--- src/rtl/ctrl_pkg.sv ---
// rtl/ctrl_pkg.sv - shared types and command decode for the control sequencer
package ctrl_pkg;

  typedef enum logic [2:0] {
    ST_INIT,
    ST_FETCH,
    ST_EXECUTE,
    ST_MEM_WAIT,
    ST_STORE
  } state_e;

  typedef enum logic [1:0] {
    CLS_ALU,
    CLS_NOP,
    CLS_READ,
    CLS_WRITE
  } cmd_class_e;

  // Only the two low opcode bits select the memory operation; wider opcodes alias.
  function automatic cmd_class_e decode_class(input logic cls, input logic [1:0] op_lo);
    cmd_class_e c;
    if (!cls) begin
      c = CLS_ALU;
    end else begin
      case (op_lo)
        2'b01:   c = CLS_READ;
        2'b10:   c = CLS_WRITE;
        default: c = CLS_NOP;
      endcase
    end
    return c;
  endfunction

endpackage

--- src/rtl/ctrl_mem_timer.sv ---
// rtl/ctrl_mem_timer.sv - memory wait-state counter with timeout compare
module ctrl_mem_timer #(
  parameter int WAIT_MAX = 15
) (
  input  logic clk,
  input  logic rst,
  input  logic clr,
  input  logic en,
  output logic expired
);

  localparam int CW = (WAIT_MAX < 1) ? 1 : $clog2(WAIT_MAX + 1);
  localparam logic [CW-1:0] LIMIT = CW'(WAIT_MAX);

  logic [CW-1:0] cnt_q, cnt_d;

  assign expired = (cnt_q == LIMIT);

  // Holds at the limit so a stray enable after expiry cannot wrap the count.
  always_comb begin
    cnt_d = cnt_q;
    if (clr) begin
      cnt_d = '0;
    end else if (en && !expired) begin
      cnt_d = cnt_q + 1'b1;
    end
  end

  always_ff @(posedge clk or posedge rst) begin
    if (rst) begin
      cnt_q <= '0;
    end else begin
      cnt_q <= cnt_d;
    end
  end

endmodule

--- src/rtl/ctrl_sequencer.sv ---
// rtl/ctrl_sequencer.sv - multi-cycle control FSM for the nbits CPU datapath
module ctrl_sequencer
  import ctrl_pkg::*;
#(
  parameter int SEL_W    = 2,
  parameter int OP_W     = 2,
  parameter int WAIT_MAX = 15,
  parameter int CNT_W    = 16,
  localparam int CMD_W   = 2*SEL_W + OP_W + 1
) (
  input  logic             clk,
  input  logic             rst,
  input  logic             cmd_valid,
  input  logic [CMD_W-1:0] cmd_in,
  input  logic             p_error,
  input  logic             mem_ack,
  output logic             cmd_ready,
  output logic             datain_reg_en,
  output logic             aluin_reg_en,
  output logic             aluout_reg_en,
  output logic             mem_write,
  output logic             mem_read,
  output logic             selmux2,
  output logic             invalid_data,
  output logic [SEL_W-1:0] in_select_a,
  output logic [SEL_W-1:0] in_select_b,
  output logic [OP_W-1:0]  opcode,
  output logic             busy,
  output logic             mem_timeout,
  output logic [CNT_W-1:0] retired_cnt
);

  state_e           state_q, state_d;
  logic             mem_timeout_q, mem_timeout_d;
  logic [CNT_W-1:0] retired_q, retired_d;

  logic [SEL_W-1:0] sel_a, sel_b;
  logic             cls;
  logic [OP_W-1:0]  op;
  cmd_class_e       cmd_class;
  logic             timer_en, timer_expired, to_store;

  assign sel_a     = cmd_in[CMD_W-1 -: SEL_W];
  assign sel_b     = cmd_in[OP_W+1 +: SEL_W];
  assign cls       = cmd_in[OP_W];
  assign op        = cmd_in[OP_W-1:0];
  assign cmd_class = decode_class(cls, op[1:0]);

  assign mem_timeout = mem_timeout_q;
  assign retired_cnt = retired_q;

  ctrl_mem_timer #(
    .WAIT_MAX(WAIT_MAX)
  ) u_timer (
    .clk    (clk),
    .rst    (rst),
    .clr    (state_q == ST_FETCH),
    .en     (timer_en),
    .expired(timer_expired)
  );

  always_comb begin
    state_d       = state_q;
    mem_timeout_d = mem_timeout_q;
    retired_d     = retired_q;
    to_store      = 1'b0;
    timer_en      = 1'b0;
    cmd_ready     = 1'b0;
    datain_reg_en = 1'b0;
    aluin_reg_en  = 1'b0;
    aluout_reg_en = 1'b0;
    mem_write     = 1'b0;
    mem_read      = 1'b0;
    selmux2       = 1'b0;
    invalid_data  = 1'b0;
    in_select_a   = '0;
    in_select_b   = '0;
    opcode        = '0;
    busy          = 1'b0;

    case (state_q)
      ST_INIT, ST_STORE: begin
        cmd_ready = 1'b1;
        if (cmd_valid) begin
          datain_reg_en = 1'b1;
          mem_timeout_d = 1'b0;
          state_d       = ST_FETCH;
        end
      end
      ST_FETCH: begin
        busy         = 1'b1;
        in_select_a  = sel_a;
        in_select_b  = sel_b;
        aluin_reg_en = (cmd_class != CLS_NOP);
        state_d      = ST_EXECUTE;
      end
      ST_EXECUTE, ST_MEM_WAIT: begin
        busy = 1'b1;
        case (cmd_class)
          CLS_ALU: begin
            opcode        = op;
            aluout_reg_en = 1'b1;
            // All-ones select is the external port, the only parity-checked source.
            invalid_data  = p_error & ((sel_a == '1) | (sel_b == '1));
            to_store      = 1'b1;
          end
          CLS_NOP: to_store = 1'b1;
          default: begin
            selmux2       = 1'b1;
            mem_read      = (cmd_class == CLS_READ);
            mem_write     = (cmd_class == CLS_WRITE);
            aluout_reg_en = (cmd_class == CLS_READ) & mem_ack;
            timer_en      = !mem_ack;
            if (mem_ack) begin
              to_store = 1'b1;
            end else if (timer_expired) begin
              to_store      = 1'b1;
              mem_timeout_d = 1'b1;
            end else begin
              state_d = ST_MEM_WAIT;
            end
          end
        endcase
      end
      default: state_d = ST_INIT;
    endcase

    if (to_store) begin
      state_d   = ST_STORE;
      retired_d = retired_q + CNT_W'(1);
    end
  end

  always_ff @(posedge clk or posedge rst) begin
    if (rst) begin
      state_q       <= ST_INIT;
      mem_timeout_q <= 1'b0;
      retired_q     <= '0;
    end else begin
      state_q       <= state_d;
      mem_timeout_q <= mem_timeout_d;
      retired_q     <= retired_d;
    end
  end

endmodule

--- config.mk ---
export PLATFORM = sky130hd
export DESIGN_NAME = ctrl_sequencer
export DESIGN_NICKNAME = d
export VERILOG_FILES = /design/src/rtl/ctrl_pkg.sv /design/src/rtl/ctrl_mem_timer.sv /design/src/rtl/ctrl_sequencer.sv
export SDC_FILE = /design/constraint.sdc
export NUM_CORES = 1
export LEC_CHECK = 0
export ABC_AREA = 0
export CAP_MARGIN = 20
export CORE_MARGIN = 2
export CORE_UTILIZATION = 51
export DETAILED_ROUTE_END_ITERATION = 12
export DONT_BUFFER_PORTS = 1
export GPL_ROUTABILITY_DRIVEN = 0
export PLACE_DENSITY = 0.69
export SETUP_SLACK_MARGIN = 0.1
export SLEW_MARGIN = 10
export SYNTH_ARGS = -nofsm -noshare
export SYNTH_HDL_FRONTEND = slang
export SYNTH_SLANG_ARGS = --single-unit
--- constraint.sdc ---
create_clock -name clk -period 1.4 [get_ports clk]
set_input_delay 0.28 -clock clk [delete_from_list [all_inputs] [get_ports clk]]
set_output_delay 0.28 -clock clk [all_outputs]
set_load 0.01 [all_outputs]
# Yosys cells after proc, flatten, opt, wreduce, memory -nomap -nowiden
# Cells that the tools add are included.
# Widths: inputs -> output; s select.
dict set report word_totals {
  regBits 24
  input_bits 12
  output_inout_bits 32
  word_cells 83
}
dict set report op_classes {
  add_sub_neg 2
  n_eq_ne 21
  mux 40
  bitwise_logic 3
  reduce_logical 13
}
# operator count
set op_table {}
lappend op_table {{$mux 1} 24}
lappend op_table {{$add 16x1->16 const B} 1}
lappend op_table {{$mux 3} 5}
lappend op_table {{$ne 3x3->1 const B} 4}
lappend op_table {{$eq 2x2->1 const B} 5}
lappend op_table {{$mux 2} 5}
lappend op_table {{$pmux 3 s3} 1}
lappend op_table {{$mux 4} 2}
lappend op_table {{$eq 3x2->1 const B} 2}
lappend op_table {{$ne 2x2->1 const B} 3}
lappend op_table {{$reduce_or 2->1} 3}
lappend op_table {{$reduce_and 5->1} 1}
lappend op_table {{$add 4x1->4 const B} 1}
lappend op_table {{$eq 2x1->1 const B} 2}
lappend op_table {{$eq 4x4->1 const B} 1}
lappend op_table {{$ne 2x1->1 const B} 2}
lappend op_table {{$pmux 1 s2} 2}
lappend op_table {{$pmux 2 s2} 1}
lappend op_table {{$reduce_and 4->1} 1}
lappend op_table {{$reduce_bool 2->1} 2}
lappend op_table {{$eq 3x1->1 const B} 1}
lappend op_table {{$eq 3x3->1 const B} 1}
lappend op_table {{$logic_not 3->1} 1}
lappend op_table {{$reduce_or 3->1} 1}
lappend op_table {{5 further kinds} 7}

# Depth between registers and ports, before layout
# Gate-level depths: netlist of the first run.
dict set report depth {
  word_depth 10
  depth_mapped 6
  depth_no_buf 6
}

# By module
# From an unflattened synthesis of the first run, not the netlist that was laid out.
dict set report unflattened {
  hier_cells 121
  hier_area_um2 1270.0
}
# mod n_inst cells_per_inst area_each_um2 seq_area_each_um2
set modules_own_cells {}
lappend modules_own_cells {ctrl_sequencer 1 100 1037.2 500.5}
lappend modules_own_cells {ctrl_mem_timer 1 21 232.7 100.1}

# Least setup slack after synthesis of the first run
# OpenSTA, ideal clock, no wires.
dict set report synth_path {
  path_kind {input -> register}
  startpoint {input cmd_in[1]}
  endpoint {register u_timer.cnt_q[1]}
  setup_time_ns 0.133
  arrival_ns 1.450
  required_ns 1.267
  setup_slack_ns -0.183
  stages 6
  n_path_buf 0
  path_cell_list {inv_1 > ha_1 > nand4bb_2 > nor3_2 > mux2i_1 > nor2_1}
}
dict set report synth_via {
  elab_chain_len 9
  word_cells_on_any_way 11
  classes_between {3 x eq/ne; 4 x mux; 4 x reduce/logical}
}
# element line_no
set synth_lines {}
lappend synth_lines {{from (decl)} ctrl_sequencer.sv:14} ;# input logic [CMD_W-1:0] cmd_in,
lappend synth_lines {{$eq 2x2->1 / $eq 2x1->1 (equally long branches)} ctrl_pkg.sv:25} ;# case (op_lo)
lappend synth_lines {{$pmux 2 s2 *} ctrl_pkg.sv:25}
lappend synth_lines {{$mux 2 *} ctrl_pkg.sv:22} ;# if (!cls) begin
lappend synth_lines {{$eq 2x1->1 / $logic_not 2->1 (equally long branches)} ctrl_sequencer.sv:99} ;# case (cmd_class)
lappend synth_lines {{$reduce_or 2->1 (no line) *} n/a}
lappend synth_lines {{$mux 1 *} ctrl_sequencer.sv:99}
lappend synth_lines {{$mux 1 *} ctrl_sequencer.sv:81} ;# case (state_q)
lappend synth_lines {{$logic_and 1x1->1 *} ctrl_mem_timer.sv:24} ;# end else if (en && !expired) begin
lappend synth_lines {{$reduce_bool 2->1 (no line) *} n/a}
lappend synth_lines {{to (signal assigned)} ctrl_mem_timer.sv:33} ;# cnt_q <= cnt_d;
lappend synth_lines {{to (decl)} ctrl_mem_timer.sv:15} ;# logic [CW-1:0] cnt_q, cnt_d;
# Mark *: on every way between the ends. The rest lies on a longest branch, timed or not.
# A chain may end at the register's enable or synchronous reset.

# Final worst setup path of the first run
dict set report layout_path {
  startpoint {register state_q[2]}
  endpoint {output in_select_a[0]}
}
dict set report layout_via {
  elab_chain_len 2
}
# element line_no
set layout_lines {}
lappend layout_lines {{from (decl)} ctrl_sequencer.sv:33} ;# state_e state_q, state_d;
lappend layout_lines {{from (signal assigned)} ctrl_sequencer.sv:140} ;# state_q <= state_d;
lappend layout_lines {{$eq 3x1->1} ctrl_sequencer.sv:81}
lappend layout_lines {{$mux 2} ctrl_sequencer.sv:81}
lappend layout_lines {{to (decl)} ctrl_sequencer.sv:25} ;# output logic [SEL_W-1:0] in_select_a,
# Every way passes these cells.

==> results of run 1 <==
logic make-up after synthesis:
logic type | Yosys count | synth area share (%)
and+or+nand+nor | 54 | 26.27
AOI/OAI and AO/OA | 9 | 6.294
buffers and inverters | 7 | 2.098
xor gates and xnor gates | 17 | 11.89
DFF | 24 | 47.95
muxes | 3 | 2.498
adders and majority gates | 3 | 2.997
power groups by stage:
stage | clock, W | combinational, W | sequential [W]
global route | 0.000559 | 0.00152 | 0.00102
CTS | 0.000516 | 0.00127 | 0.000985
finish | 0.000534 | 0.00144 | 0.00101
detailed placement | 0 | 0.000928 | 0.000979
global placement | 0 | 0.000899 | 0.000977
floorplan | 0 | 0.000517 | 0.00104
stage by stage:
| step | instances | total power (W) | utilization [%] |
|---|---|---|---|
| CTS | 182 | 0.002776 | 81.31 |
| finish | 186 | 0.002987 | 85.71 |
| global route | 186 | 0.003096 | 85.71 |
| global placement | 165 | 0.001876 | 67.12 |
| floorplan | 117 | 0.001558 | - |
| detailed placement | 165 | 0.001907 | 67.12 |
routing by layer:
| layer | global-route usage (%) | share of wire (%) | vias to the layer above |
|---|---|---|---|
| met4 | 9.829 | 1.0 | 0 |
| met3 | 4.444 | 4.3 | 5 |
| met5 | 0 | 0 | - |
| met1 | 29.70 | 38 | 562 |
| li1 | - | - | 488 |
| met2 | 50.00 | 57 | 42 |
worst paths after layout:
kind | from | endpoint | slack (ns)
worst max-delay path | state_q[2] | in_select_a[0] | -0.25
worst min-delay path | mem_ack | u_timer.cnt_q[3] | 0.13
worst max register to register | state_q[1] | u_timer.cnt_q[1] | -0.18
worst min register to register | retired_cnt[15] | retired_cnt[15] | 0.55
max in group asynchronous | rst | state_q[1] | 0.75
min in group asynchronous | rst | retired_cnt[15] | 0.40
flip-flops by register name (all words and copies together), names as in the netlist:
name,flops
state_q,3
retired_cnt,16
u_timer.cnt_q,4
mem_timeout,1
area by class of cell:
type	instances	area share, %
Multi-Input combinational cell	87	45.86
Sequential cell	24	30.98
Clock buffer	3	1.155
Tap cell	28	1.796
Timing Repair Buffer	38	17.06
Clock inverter	1	1.539
Inverter	5	1.604
cells in the final DEF (no fill, tap or decap), types with 2 or more instances in the layout:
| cell | count |
|---|---|
| nor2_4 | 3 |
| nor3b_4 | 2 |
| and4_1 | 2 |
| buf_6 | 12 |
| nand2_1 | 2 |
| xnor2_2 | 3 |
| mux2i_1 | 2 |
| nor3_4 | 2 |
| buf_4 | 25 |
| nand3_4 | 3 |
| dfrtp_1 | 21 |
| nand2_2 | 2 |
| nand4_1 | 6 |
| inv_1 | 3 |
| and2_4 | 7 |
| o21ai_0 | 2 |
| ha_4 | 2 |
| clkbuf_4 | 3 |
| nor2_1 | 5 |
| a21oi_4 | 4 |
| xnor2_1 | 13 |
| nand3_2 | 4 |
| nand3_1 | 2 |
| dfrtp_2 | 3 |
| and3_1 | 4 |
timing repair:
action	4_1_cts	5_1_grt
cloned	1	0
hold endpoints to repair	24	0
resized for setup	39	18
setup buffers	11	4
hold buffers	1	0
endpoints found under the setup margin	35	39
pin swaps	23	17
worst max-delay path, stage by stage, from the launching register on:
cell and delay [ns]:
dfrtp_2 0.48, nor3b_4 0.33, and2_4 0.22
==> flow_summary.toml, run 1 <==
[min_path]
whs_path_depth = 3
hold_path.class = "in -> reg"

[sta]
tightest_slew_ns = 0.4123
hold_ws_ns = 0.1336
rsz0062_at_grt = "true"
finalHoldViolCount = 0
setup_viol = 36
period_needed_ns = 1.651
tns_ns = -4.852
fin_skew_ns = 0.004669
layout_setup_ws_ns = -0.2508
period_share_pct = 117.9
relSlewSlack_pct = 72.49
max_freq_mhz = 605.8
drv_slew = 0

[power]
p_leak_nw = 0.8643
power_density_mw_per_mm2 = 1531
p_switching_w = 0.001101
seq_power_share_pct = 33.8
internal_power_w = 0.001887
ir_drop_mv = 1.444
clkPwrFrac_pct = 17.9
switching_share_pct = 36.84
pwr-share-comb_pct = 48.4

[floorplan]
fp.dieH_um = 53.56
core_area_mm2 = 0.002276
die_width_um = 53.56
fp.dieArea_mm2 = 0.002868
initial_utilization_pct = 55.03
rows = 17
boundaryPins = 44

[logic_synthesis]
async_flop_share_pct = 100.0
ys_ff_latch = 24
synth_warnings = 0
synth_nets = 132
synth_ff_type = "dfrtp_1"
ys_types = 29
syn_avg_cell_area_um2 = 10.70
seq_area_frac_synth_pct = 47.95
synth_top_area_cell = "dfrtp_1"
synth_edf_count = 0
syn_area_mm2 = 0.001252
yosys.area.top_type_share_pct = 47.95
syn_inst = 117
synth_area_leaders = "dfrtp_1 48%, xnor2_1 11%, nand3_1 3.6%, and2_1 3.5%, and3_1 3.0%"
yosys-top-cells-count = "24 x dfrtp_1, 16 x xnor2_1, 9 x nand3_1, 9 x nor2_1, 7 x and2_1"
yosysMostFrequentCell = "dfrtp_1"

[place]
hpwlAfterDp_mm = 2.054
io_buffers = 0
place_ws_ns = -0.1458
dpl_cell_area_mm2 = 0.001528

[setup_path]
reg2reg_depth = 6
critPathKind = "reg -> out"
crit_arrival_ns = 1.37
cp-end-kind = "output pin"
crit_fanout = 6
crit_path_start_kind = "flip-flop"
required_ns = 1.12

[clock_network]
cts_sinks = 24
cts_max_path_buffers = 2
clk_pin_slew_ns = 0.14
worstSkewPairLatency_ns = 0.35
cts_root_buffer = "clkbuf_4"
numCtsBuffers = 3
cts_tree = "built"
htreeDepth = 1

[finish]
fin_nets = 174
layout-drive-gt1-share_pct = 55.70
multi_input_area_um2 = 894.6
syn2layout_area_growth_pct = 55.74
finalInstanceArea_mm2 = 0.001951
diodes = 0
fillers = 112
seq_area_um2 = 604.3

[drt]
ant_nets = 0
drtIter0Drc = 28
drc = 0
wl_per_cell_um = 21.12
drt_first_pass_iters = 4
vias = 1097
via_per_inst = 5.898
postRouteWirelength_mm = 3.928

[global_route]
grt_antenna_before_repair = 0
grt_pass1_wl_mm = 5.382
track_usage_pct = 26.56
overflow = 0
grt_max_degree = 25
first_global_vias = 1161

[run_status]
status = "finished with violations"
violations = "setup timing"

[job]
maxCapViolations = 0
(Power assumes the default switching activity.)
==> run 2: changes to the inputs <==
Settings changed: CELL_PAD_IN_SITES_DETAIL_PLACEMENT set to 1, CELL_PAD_IN_SITES_GLOBAL_PLACEMENT set to 1, CORE_UTILIZATION 51 to 41, PLACE_DENSITY 0.69 to unset, PLACE_DENSITY_LB_ADDON set to 0.1, RECOVER_POWER set to 25.
==> run 2 against run 1 <==
  * The flow still finishes with violations (setup timing)
  * Critical path depth rose by 1
  * Sequential power barely moved
  * Core utilization fell by 21 points
  * Critical path type unchanged
  * Highest routed layer unchanged
==> flow_summary.toml, run 2 (synthesis results as in run 1) <==
[place]
place_ws_ns = -0.07941
hpwlAfterDp_mm = 2.162
io_buffers = 0
place_inst = 170

[clock_network]
htreeDepth = 1
numCtsBuffers = 3
cts_root_buffer = "clkbuf_4"
clk_pin_slew_ns = 0.12
cts_max_path_buffers = 2
worstSkewPairLatency_ns = 0.31
cts_sinks = 24
cts_tree = "built"

[sta]
rsz0062_at_grt = "true"
period_needed_ns = 1.627
drv_slew = 0
setup_viol = 36
fin_skew_ns = 0.008205
period_share_pct = 116.2
relSlewSlack_pct = 59.41
max_freq_mhz = 614.8
layout_setup_ws_ns = -0.2266
tightest_slew_ns = 0.6089
finalHoldViolCount = 0

[finish]
layout-drive-gt1-share_pct = 53.16
fin_nets = 175
seq_area_um2 = 601.8
final_common_cell = "buf_4"
diodes = 0
fillers = 307
final_cell_mix = "25 x buf_4, 23 x dfrtp_1, 12 x xnor2_1, 11 x buf_6, 7 x and2_4"
syn2layout_area_growth_pct = 54.05
multi_input_area_um2 = 883.3
largest_register_ffs = 16
finalNonFillerCells = 191

[job]
maxCapViolations = 0

[drt]
postRouteWirelength_mm = 3.954
drtIter0Drc = 29
drc = 0
ant_nets = 0
vias = 1091
wl_per_cell_um = 20.70
via_per_inst = 5.712
drt_first_pass_iters = 4

[global_route]
grt_antenna_before_repair = 0
grt_pass1_wl_mm = 5.437
overflow = 0
track_usage_pct = 21.24
first_global_vias = 1084
grt_max_degree = 25

[power]
switching_share_pct = 38.41
ir_drop_mv = 0.8788
seq_power_share_pct = 36.8
internal_power_w = 0.001672
p_leak_nw = 0.8681
pwr-share-comb_pct = 52.0
clkPwrFrac_pct = 11.1
power_density_mw_per_mm2 = 1407
p_switching_w = 0.001043

[min_path]
hold_path.class = "in -> reg"
min_from = "mem_ack"

[setup_path]
crit_fanout = 6
crit_start = "state_q[1]"
rr_startpoint = "state_q[1]"
critPathKind = "reg -> out"
crit_arrival_ns = 1.35
required_ns = 1.12
crit_path_start_kind = "flip-flop"
cp-end-kind = "output pin"

[floorplan]
fp.dieH_um = 59.27
boundaryPins = 44
initial_utilization_pct = 42.06
fp.dieArea_mm2 = 0.003513
core_area_mm2 = 0.002978
rows = 20
die_width_um = 59.27

[run_status]
status = "finished with violations"
violations = "setup timing"
-- run 2: changes by cell type in the layout (fill, tap and decap cells not counted), moves of 2 or more --
cell | previous run | this run
dfrtp_1 | 21 | 23
nand2_1 | 2 | 4
nand2_2 | 2 | 0
dfrtp_2 | 3 | 1
-- run 2: metrics by stage --
stage | hold slack (ns) | setup TNS, ns | instance area [um^2] | util [%] | power [W]
2_1_floorplan | 0.2946 | 0 | 1336 | - | 0.001558
3_5_place_dp | 0.2514 | -0.5774 | 1534 | 51.51 | 0.001930
5_1_grt | 0.1773 | -7.192 | 1929 | 64.79 | 0.002893
3_3_place_gp | 0.2347 | -0.3135 | 1534 | 51.51 | 0.001881
4_1_cts | 0.1633 | -3.095 | 1773 | 59.54 | 0.002462
6_report | 0.1804 | -4.960 | 1929 | 64.79 | 0.002715
-- run 2: power by group through the flow --
| stage | registers, W | logic (W) | clock network, W |
|---|---|---|---|
| 2_1_floorplan | 0.00104 | 0.000517 | 0 |
| 3_3_place_gp | 0.000989 | 0.000892 | 0 |
| 3_5_place_dp | 0.00100 | 0.000929 | 0 |
| 4_1_cts | 0.000993 | 0.00116 | 0.000312 |
| 5_1_grt | 0.00102 | 0.00153 | 0.000344 |
| 6_report | 0.00100 | 0.00141 | 0.000303 |
-- run 2: area by class of cell --
class	count	area share (%)
multi-input cells	87	45.78
well taps	33	2.140
clock buffers	3	1.167
flip-flops and latches	24	31.19
repair buffers	39	17.96
inverters	5	1.751
-- run 2: worst max-delay path: stages (launching register included) --
cell     delay [ns]
dfrtp_2        0.49
nor3b_2        0.22
buf_4          0.18
and2_4         0.16
-- run 2: per-layer routing --
metal | global-route usage (%) | vias up | wire [um] | share of wire [%]
li1 | - | 497 | - | -
met2 | 38.46 | 32 | 2278 | 58
met3 | 3.712 | 2 | 147 | 3.7
met5 | 0 | - | 0 | 0
met4 | 6.818 | 0 | 31 | 0.78
met1 | 25.17 | 560 | 1498 | 38
-- run 2: worst paths after layout --
kind / cells past startpoint / slack [ns] / endpoint
max: 3 / -0.23 / in_select_b[1]
min: 3 / 0.18 / u_timer.cnt_q[2]
max reg2reg: 6 / -0.20 / retired_cnt[1]
min reg2reg: 1 / 0.54 / retired_cnt[15]
max in group asynchronous: 3 / 0.40 / state_q[1]
min in group asynchronous: 3 / 0.56 / retired_cnt[2]
-- run 2: what timing repair did --
action                                  4_1_cts  5_1_grt
pin swaps                                    23       17
gates resized for setup                      33       19
cloned                                        1        0
endpoints found under the setup margin       35       37
hold buffers                                  1        0
buffers inserted                              9        8
endpoints found under the hold margin        24        0
==> run 3: changes to the inputs <==
Settings changed: RECOVER_POWER 25 to 100.
==> run 3 against run 2 <==
  * The run still ends with setup timing left
  * Cell count unchanged
  * Sequential share of layout area grew 0.60 points
  * First-iteration DRC count is 3.4% higher
  * Die area unchanged
  * Clock-buffer cell count unchanged
  * Clock skew grew 0.0015 ns
  * Worst setup slack improved by 0.0062 ns
==> flow_summary.toml, run 3 (synthesis results as in run 1) <==
[run_status]
status = "finished with violations"
violations = "setup timing"

[floorplan]
fp.dieArea_mm2 = 0.003513
initial_utilization_pct = 42.06
rows = 20
boundaryPins = 44
die_width_um = 59.27
core_area_mm2 = 0.002978
fp.dieH_um = 59.27

[sta]
relSlewSlack_pct = 59.56
drv_slew = 0
rsz0062_at_grt = "true"
fin_skew_ns = 0.009718
period_share_pct = 115.7
tightest_slew_ns = 0.6066
setup_viol = 37
max_freq_mhz = 617.1
period_needed_ns = 1.620
hold_ws_ns = 0.1816
layout_setup_ws_ns = -0.2204
finalHoldViolCount = 0

[setup_path]
crit_path_start_kind = "flip-flop"
crit_fanout = 6
required_ns = 1.12
critPathKind = "reg -> out"
reg2reg_depth = 5
reg2reg_to = "retired_cnt[1]"
crit_arrival_ns = 1.34
cp-end-kind = "output pin"
rr_startpoint = "state_q[2]"
worst-r2r-setup-slack_ns = -0.19

[min_path]
hold_end = "u_timer.cnt_q[2]"
min_from = "mem_ack"
whs_path_depth = 3
hold_path.class = "in -> reg"

[power]
power_w = 0.002666
power_density_mw_per_mm2 = 1408
ir_drop_mv = 0.8765
p_leak_nw = 0.8369

[place]
hpwlAfterDp_mm = 2.162
io_buffers = 0

[finish]
syn2layout_area_growth_pct = 51.15
layout-drive-gt1-share_pct = 48.73
largest_register_ffs = 16
diodes = 0
final_common_cell = "dfrtp_1"
final_cell_mix = "23 x dfrtp_1, 14 x buf_4, 12 x xnor2_1, 11 x buf_6"
fin_nets = 175

[drt]
drtIter0Drc = 30
drt_first_pass_iters = 4
drc = 0
ant_nets = 0
vias = 1084
postRouteWirelength_mm = 3.948
wl_per_cell_um = 20.67
via_per_inst = 5.675

[clock_network]
worstSkewPairLatency_ns = 0.31
clk_pin_slew_ns = 0.12
cts_max_path_buffers = 2
cts_root_buffer = "clkbuf_4"
cts_sinks = 24
htreeDepth = 1
numCtsBuffers = 3
cts_tree = "built"

[global_route]
grt_antenna_before_repair = 0
grtUsageMet1_pct = 25.17
gr-max-usage-layer = "met2"
grtUsageMet2_pct = 38.46
track_usage_pct = 21.24
overflow = 0
grt_pass1_wl_mm = 5.437
globalRouteMet3Util_pct = 3.712
first_global_vias = 1084
grt_max_degree = 25

[job]
maxCapViolations = 0
## run 3: cell count changes in the layout (fill, tap and decap cells not counted), sizes merged
cell	before	now
buf	37	26
clkbuf	4	15
## run 3: final cells by class
class,instances,area (um^2)
Fill cell,310,1085
Multi-Input combinational cell,87,883.3
Sequential cell,24,601.8
Timing Repair Buffer,39,310.3
Tap cell,33,41.29
Inverter,5,33.78
Clock buffer,3,22.52
## run 3: stage by stage
step,worst slack [ns],std cells,TNS (ns),utilization (%),instance area [um^2]
2_1_floorplan,0.01005,117,0,-,1336
3_3_place_gp,-0.04494,170,-0.3135,51.51,1534
3_5_place_dp,-0.07941,170,-0.5774,51.51,1534
4_1_cts,-0.1874,184,-3.095,59.54,1773
5_1_grt,-0.3096,191,-7.226,63.57,1893
6_report,-0.2204,191,-4.853,63.57,1893
## run 3: worst max-delay path, stage by stage (launching register included)
cell and delay, ns:
dfrtp_2 0.48, nor3b_2 0.22, buf_4 0.18, and2_4 0.16
## run 3: routing by layer
layer	wire length, um	part of all wire, %
met1	1508	38
met2	2280	58
met3	128	3.2
met4	31	0.79
met5	0	0
## run 3: repair_timing
action | 4_1_cts | 5_1_grt
gates cloned | 1 | 0
setup buffers | 9 | 8
pin swaps | 23 | 17
hold endpoints to repair | 24 | 0
endpoints found under the setup margin | 35 | 37
resized for setup | 33 | 19
hold buffers | 1 | 0
## run 3: worst max-delay path by stage
stage	startpoint	to	slack [ns]
after detailed placement	u_timer.cnt_q[1]	retired_cnt[13]	-0.08
after CTS	state_q[1]	in_select_b[1]	-0.19
final	state_q[1]	in_select_b[1]	-0.22
after global routing	state_q[1]	in_select_a[1]	-0.31
after global placement	u_timer.cnt_q[1]	retired_cnt[15]	-0.04
after floorplan	u_timer.cnt_q[0]	retired_cnt[10]	0.01
## run 3: power by group
| part | switching, W | internal (W) |
|---|---|---|
| sequential | 0.000165 | 0.000832 |
| clock | 0.000202 | 0.000101 |
| combinational | 0.000674 | 0.000693 |
| total | 0.00104 | 0.00163 |
